<file path="config.mk">
export PLATFORM = sky130hd
export DESIGN_NAME = iir_n
export DESIGN_NICKNAME = d
export VERILOG_FILES = /design/src/rtl/iir_pkg.sv /design/src/rtl/iir_mac.sv /design/src/rtl/iir_n.sv
export SDC_FILE = /design/constraint.sdc
export NUM_CORES = 1
export LEC_CHECK = 0
export CAP_MARGIN = 0
export CORE_AREA = 4 4 130 132
export DETAILED_ROUTE_END_ITERATION = 8
export DIE_AREA = 0 0 134 136
export HOLD_SLACK_MARGIN = 0.02
export SYNTH_ARGS = -nofsm -noshare
export SYNTH_HDL_FRONTEND = slang
export SYNTH_SLANG_ARGS = --single-unit
</file>
<file path="constraint.sdc">
create_clock -name clk -period 7.3 [get_ports clk]
set_input_delay 1.095 -clock clk [delete_from_list [all_inputs] [get_ports clk]]
set_output_delay 1.095 -clock clk [all_outputs]
set_load 0.02 [all_outputs]
</file>
<file path="src/rtl/iir_pkg.sv">
// Shared definitions for the order-N direct-form-I IIR filter:
// signed saturation helper, accumulator width and default N=1 coefficients.
package iir_pkg;

    // Working width for saturation and output-gain arithmetic. It must exceed
    // both the accumulator width and BITWIDTH+GAINL.
    localparam int SAT_W = 256;

    // Accumulator width: full products plus growth for 2N+1 terms.
    function automatic int acc_w(input int n, input int bw);
        return 2 * bw + $clog2(2 * n + 1);
    endfunction

    // Clamp a wide signed value to the signed range of 'width' bits.
    function automatic logic signed [SAT_W-1:0] sat(input logic signed [SAT_W-1:0] v,
                                                    input int                      width);
        logic signed [SAT_W-1:0] max_v;
        logic signed [SAT_W-1:0] min_v;
        max_v = (256'sd1 <<< (width - 1)) - 256'sd1;
        min_v = -max_v - 256'sd1;
        if (v > max_v) begin
            return max_v;
        end else if (v < min_v) begin
            return min_v;
        end else begin
            return v;
        end
    endfunction

    // Default unity-DC-gain low-pass for N=1, BITWIDTH=32, FAC=20:
    // b0 = b1 = 0.125, a1 = -0.75.
    localparam logic [63:0] DEF_B_COEF = {32'sd131072, 32'sd131072};
    localparam logic [31:0] DEF_A_COEF = 32'hFFF4_0000;

endpackage

</file>
<file path="src/rtl/iir_mac.sv">
// Combinational signed multiply-accumulate over the x and y history vectors.
// x_vec_i[k] is x[n-k] (k = 0..N), y_vec_i[k-1] is y[n-k] (k = 1..N).
module iir_mac
    import iir_pkg::*;
#(
    parameter int                      N        = 1,
    parameter int                      BITWIDTH = 32,
    parameter int                      ACC_W    = acc_w(1, 32),
    parameter logic [(N+1)*BITWIDTH-1:0] B_COEF = DEF_B_COEF,
    parameter logic [N*BITWIDTH-1:0]     A_COEF = DEF_A_COEF
) (
    input  logic [(N+1)*BITWIDTH-1:0] x_vec_i,
    input  logic [N*BITWIDTH-1:0]     y_vec_i,
    output logic signed [ACC_W-1:0]   acc_o
);

    logic signed [2*BITWIDTH-1:0] prod_s;

    // Sum feed-forward products and subtract feedback products at full precision.
    always_comb begin
        acc_o  = {ACC_W{1'b0}};
        prod_s = {(2*BITWIDTH){1'b0}};
        for (int k = 0; k <= N; k++) begin
            prod_s = $signed(x_vec_i[k*BITWIDTH +: BITWIDTH]) *
                     $signed(B_COEF[k*BITWIDTH +: BITWIDTH]);
            acc_o  = acc_o + ACC_W'(prod_s);
        end
        for (int k = 1; k <= N; k++) begin
            prod_s = $signed(y_vec_i[(k-1)*BITWIDTH +: BITWIDTH]) *
                     $signed(A_COEF[(k-1)*BITWIDTH +: BITWIDTH]);
            acc_o  = acc_o - ACC_W'(prod_s);
        end
    end

endmodule

</file>
<file path="src/rtl/iir_n.sv">
// Order-N direct-form-I IIR filter, one sample per clock, latency 1.
// Keeps the x/y history registers, quantises and saturates the accumulator,
// and applies a power-of-two output gain that stays outside the feedback loop.
module iir_n
    import iir_pkg::*;
#(
    parameter int                        N        = 1,
    parameter int                        BITWIDTH = 32,
    parameter int                        FAC      = 20,
    parameter int                        GAINL    = 0,
    parameter int                        GAINM    = 0,
    parameter logic [(N+1)*BITWIDTH-1:0] B_COEF   = DEF_B_COEF,
    parameter logic [N*BITWIDTH-1:0]     A_COEF   = DEF_A_COEF
) (
    input  logic                       clk,
    input  logic                       rst,
    input  logic signed [BITWIDTH-1:0] x,
    output logic signed [BITWIDTH-1:0] y
);

    localparam int ACC_W = acc_w(N, BITWIDTH);

    logic signed [BITWIDTH-1:0] x_hist_q [N];
    logic signed [BITWIDTH-1:0] y_hist_q [N];
    logic [(N+1)*BITWIDTH-1:0]  x_vec_s;
    logic [N*BITWIDTH-1:0]      y_vec_s;
    logic signed [ACC_W-1:0]    acc_s;
    logic signed [SAT_W-1:0]    acc_ext_s;
    logic signed [SAT_W-1:0]    q_wide_s;
    logic signed [SAT_W-1:0]    q_ext_s;
    logic signed [SAT_W-1:0]    gain_s;
    logic signed [SAT_W-1:0]    o_wide_s;
    logic signed [BITWIDTH-1:0] q_s;
    logic signed [BITWIDTH-1:0] y_d;
    logic signed [BITWIDTH-1:0] y_q;
    logic                       unused_s;

    assign x_vec_s[0 +: BITWIDTH] = x;

    generate
        for (genvar k = 0; k < N; k++) begin : g_hist
            assign x_vec_s[(k+1)*BITWIDTH +: BITWIDTH] = x_hist_q[k];
            assign y_vec_s[k*BITWIDTH +: BITWIDTH]     = y_hist_q[k];
            if (k == 0) begin : g_head
                // Newest history slot: take the current input and quantised output.
                always_ff @(posedge clk or negedge rst) begin
                    if (!rst) begin
                        x_hist_q[k] <= {BITWIDTH{1'b0}};
                        y_hist_q[k] <= {BITWIDTH{1'b0}};
                    end else begin
                        x_hist_q[k] <= x;
                        y_hist_q[k] <= q_s;
                    end
                end
            end else begin : g_tail
                // Older history slots shift down one position each sample.
                always_ff @(posedge clk or negedge rst) begin
                    if (!rst) begin
                        x_hist_q[k] <= {BITWIDTH{1'b0}};
                        y_hist_q[k] <= {BITWIDTH{1'b0}};
                    end else begin
                        x_hist_q[k] <= x_hist_q[k-1];
                        y_hist_q[k] <= y_hist_q[k-1];
                    end
                end
            end
        end
    endgenerate

    iir_mac #(
        .N        (N),
        .BITWIDTH (BITWIDTH),
        .ACC_W    (ACC_W),
        .B_COEF   (B_COEF),
        .A_COEF   (A_COEF)
    ) u_mac (
        .x_vec_i (x_vec_s),
        .y_vec_i (y_vec_s),
        .acc_o   (acc_s)
    );

    // Quantise with floor (arithmetic shift), saturate, then apply output gain.
    always_comb begin
        acc_ext_s = {{(SAT_W-ACC_W){acc_s[ACC_W-1]}}, acc_s};
        q_wide_s  = sat(acc_ext_s >>> FAC, BITWIDTH);
        q_s       = q_wide_s[BITWIDTH-1:0];
        q_ext_s   = {{(SAT_W-BITWIDTH){q_s[BITWIDTH-1]}}, q_s};
        gain_s    = (q_ext_s <<< GAINL) >>> GAINM;
        o_wide_s  = sat(gain_s, BITWIDTH);
        y_d       = o_wide_s[BITWIDTH-1:0];
    end

    // Registered filter output.
    always_ff @(posedge clk or negedge rst) begin
        if (!rst) begin
            y_q <= {BITWIDTH{1'b0}};
        end else begin
            y_q <= y_d;
        end
    end

    assign y = y_q;

    // Upper bits of the saturated values are identical to the sign bit by construction.
    assign unused_s = ^{q_wide_s[SAT_W-1:BITWIDTH], o_wide_s[SAT_W-1:BITWIDTH]};

endmodule

</file>
Word-level counts from Yosys, hierarchy flattened
Index checks and enable logic that the tools add are counted.
{"block": "classes", "addsub": 2, "n_mul": 1, "order_cmp": 4, "n_mux": 4}
{"operator": "$mux W32", "count": 4}
{"operator": "$sub A50 B53 Y54", "count": 1}
{"operator": "$add A49 B49 Y50", "count": 1}
{"operator": "$gt A46 B32 Y1 const B", "count": 1}
{"operator": "$lt A46 B32 Y1 const B", "count": 1}
{"operator": "$mul A32 B3 Y35 const B", "count": 1}
{"operator": "$gt A32 B32 Y1 const B", "count": 1}
{"operator": "$lt A32 B32 Y1 const B", "count": 1}
{"block": "totals", "register_bits": 96, "input_bits": 34, "out_inout_bits": 32, "word_cells": 14}

Logic depth before layout (Yosys ltp)
{"block": "logic_depth", "ltp_word": 8, "ltp_mapped": 27}

By module
A second synthesis with hierarchy kept.
{"block": "hier_totals", "hier_cells": 925, "hier_area_um2": 8864.8}
{"mod": "iir_mac", "n_inst": 1, "cells_per_inst": 743, "area_each_um2": 5809.3, "seq_area_each_um2": 0.0}
{"mod": "iir_n", "n_inst": 1, "cells_per_inst": 182, "area_each_um2": 3055.4, "seq_area_each_um2": 2402.3}

Worst setup path before layout
No wires, ideal clock.
{"block": "synth_timing", "path_type": "flip-flop to flip-flop", "start": "register, netlist name y[1]", "end": "register y_q[8], in the netlist y[8]", "arrival_ns": 6.078, "path_slack_ns": 1.095, "stages_incl_launch_ff": 27, "n_path_buf": 1, "period_less_slack_ns": 6.205, "path_cell_list": "dfrtp_1 inv_1 ha_1 ha_1 ha_1 fa_1 a21o_1 a21oi_1 o211a_1 nor3b_1 o21bai_1 a21oi_1 o21ai_0 mux2i_1 a2111oi_0 fa_1 ha_1 a21o_1 a21o_1 a221oi_2 o21ai_1 a221o_1 a41oi_1 xnor2_1 a32oi_2 buf_6 o31ai_2"}
{"item": "end signal: assignment", "line_no": "iir_n.sv:96", "rtl": "y_q <= {BITWIDTH{1'b0}};"}
{"item": "end signal: assignment", "line_no": "iir_n.sv:98", "rtl": "y_q <= y_d;"}
{"item": "end: declaration", "line_no": "iir_n.sv:35", "rtl": "logic signed [BITWIDTH-1:0] y_q;"}

==> summary.txt <==
Status = complete, no violations
Placer congestion estimate = 0.894
Main synth FF type = dfrtp_1
Setup CP Type = flop to flop
Drt drc = 0
R2R depth = 26
EDFF count, synth = 0
Final Hold Vio Count = 0
Die Span Y = 136 µm
Type of origin of the critical path = flop
Vias in the first global route = 5515
Nets = 977
Buffers on Ports = 65
Finish-stage setup viols = 0
Number of vias per cell = 5.39
Final Max Slew Viols = 0
Final Cycle Share = 0.932
Core Region = 15700 µm²
Critical Path End Type = flop
Hold WC Path Type = primary input to async pin
Die Wd = 134 µm
Post-DRT Antenna Nets = 0
Commonest non-fill, non-tap cell in the layout = ha_1
Detailed placement HPWL = 13.4 mm
Gr usage total = 0.187
Grt ovf = 0
Vias = 5382
Required @ worst endpoint = 7520 ps
Routed WL per cell = 16.4 µm
Clock Tree Root = clkbuf_16
Worst reg2reg setup slack = 500 ps
Fin crit period = 6800 ps
Flop and latch count out of synthesis = 64
Pin count of the biggest net entering global routing = 65
Die area = 18200 µm²
Syn-to-layout area delta = 17.0%
Yosys cell types = 66
H-tree Lvls = 3
Slew @ Worst Pin = 867 ps
RSZ-0062 raised after global routing = false
Count of max-cap constraint violations = 0
Mapped Area = 7010 µm²
Num rows = 46
CTS tree = built
Syn avg cell area = 9.88 µm²
Global-route wire length before repair = 27.1 mm
CTS Hold Buffers Added = 0
Postcts setup bufs = 0
Fmax = 147 MHz
Worst-path clk slew = 60 ps
Mapped Cells = 709
TritonCTS buffer count = 9
Worst-Skew Late Latency = 350 ps
Setup TNS = 0 ps
Ys async rst share = 1.00
Clk buf depth = 2
Number of I/O pins = 66
Initial antenna violation count = 0
Final Routed Wirelength = 16.4 mm
CP Max Fanout = 20
Critical Path AT = 7020 ps
Net count after synthesis = 908
Iter 0 DRT Violations = 273
Starting Density = 0.446
Seq/Total Area, Yosys = 0.229
Relative slew slack = 0.422
Clock Skews = 8.43 ps
Drt first pass iters = 4
# clock sinks = 64
# diodes = 0
Most frequent cells in the layout = ha_1 (128), clkdlybuf4s50_1 (64), dfrtp_1 (64)
Synth warn = 0
Share of cells above drive strength 1 = 0.0945
cells by family (layout without fill, tap and decap cells):
| family | after synthesis | in the layout | synth area share |
|---|---|---|---|
| buf+inv | 74 | 148 | 0.0471 |
| compound gates | 225 | 225 | 0.234 |
| fa+ha+maj | 165 | 165 | 0.334 |
| flops | 64 | 64 | 0.229 |
| xor+xnor | 55 | 55 | 0.0698 |
| simple gates | 125 | 125 | 0.0846 |
| mux | 1 | 1 | 0.00143 |
Yosys cell counts (4+ instances only):
library cell    n  area [µm²]
nand2_1        37         139
dfrtp_1        64        1600
o21bai_1        7        52.6
nand2b_1        5        31.3
o21ai_2        23         201
inv_1          61         229
a21o_1         31         233
buf_6           7        78.8
a211o_1         4        35.0
nand3_1         9        45.0
xor2_1         24         210
nor2_1         33         124
o21a_1         11        82.6
o21ai_0        33         165
xnor2_1        30         263
ha_1          128        1600
nor3_1         14        70.1
a31oi_1         5        31.3
nand4_1         5        31.3
a41oi_1         5        43.8
clkbuf_1        5        18.8
a21oi_2         8        70.1
a211oi_1        5        37.5
a21oi_1        55         275
fa_1           37         741
and3_1          5        31.3
stage by stage:
stage / instances / utilization / worst slack [ps] / hold WS [ps] / instance area (µm²)
after floorplan: 709 / - / 1100 / 799 / 7010
after global placement: 983 / 0.502 / 527 / 916 / 7890
after detailed placement: 983 / 0.502 / 430 / 933 / 7890
after CTS: 999 / 0.521 / 391 / 949 / 8190
after global routing: 999 / 0.522 / 45.0 / 1010 / 8200
final: 999 / 0.522 / 496 / 939 / 8200
critical path, cell delays in order, from the launching register on:
cell and delay, ps:
dfrtp_1 400, inv_1 70, ha_1 300, ha_1 290, ha_1 240, fa_1 410
a21o_1 190, a21oi_1 260, o211a_1 230, nor3b_1 80, o21bai_1 290, a21oi_1 140
o21ai_0 220, mux2i_1 100, a2111oi_0 470, fa_1 500, ha_1 370, a21o_1 200
a21o_1 180, a221oi_2 320, o21ai_1 90, a221o_1 300, a41oi_1 210, xnor2_1 200
a32oi_4 240, buf_6 270, o31ai_1 110
area by class of cell:
| type | instances | area [µm²] |
|---|---|---|
| clock inverter | 5 | 56.3 |
| inverter | 61 | 229 |
| fill | 1458 | 7520 |
| clock buffer | 11 | 243 |
| sequential | 64 | 1600 |
| tap | 216 | 270 |
| timing repair buffer | 71 | 698 |
| multi-input combinational | 571 | 5100 |
metal layers:
metal / global-route usage / share of wire / vias up
li1: - / - / 2699
met1: 0.243 / 0.47 / 2578
met2: 0.322 / 0.49 / 90
met3: 0.0292 / 0.033 / 15
met4: 0.0549 / 0.013 / 0
met5: 0 / 0 / -
state kept, by name (all words and copies together), names as in the netlist:
signal    flops
y_hist_q      5
x_hist_q     32
y            27
final timing paths:
kind	startpoint	endpoint
worst max-delay path	y[1]	y[0]
worst min-delay path	rst	x_hist_q[17]
worst max register to register	y[1]	y[0]
worst min register to register	x_hist_q[5]	y[3]
max in group asynchronous	rst	x_hist_q[0]
min in group clk	x_hist_q[5]	y[3]
what timing repair did:
| action | CTS | global route |
|---|---|---|
| endpoints found under the setup margin | 0 | 5 |
| hold endpoints to repair | 0 | 0 |
| resized for setup | 0 | 2 |
Power is left out: the tool's default activity adds up to more than one toggle a clock period on the data nets, which glitch-free logic cannot reach.
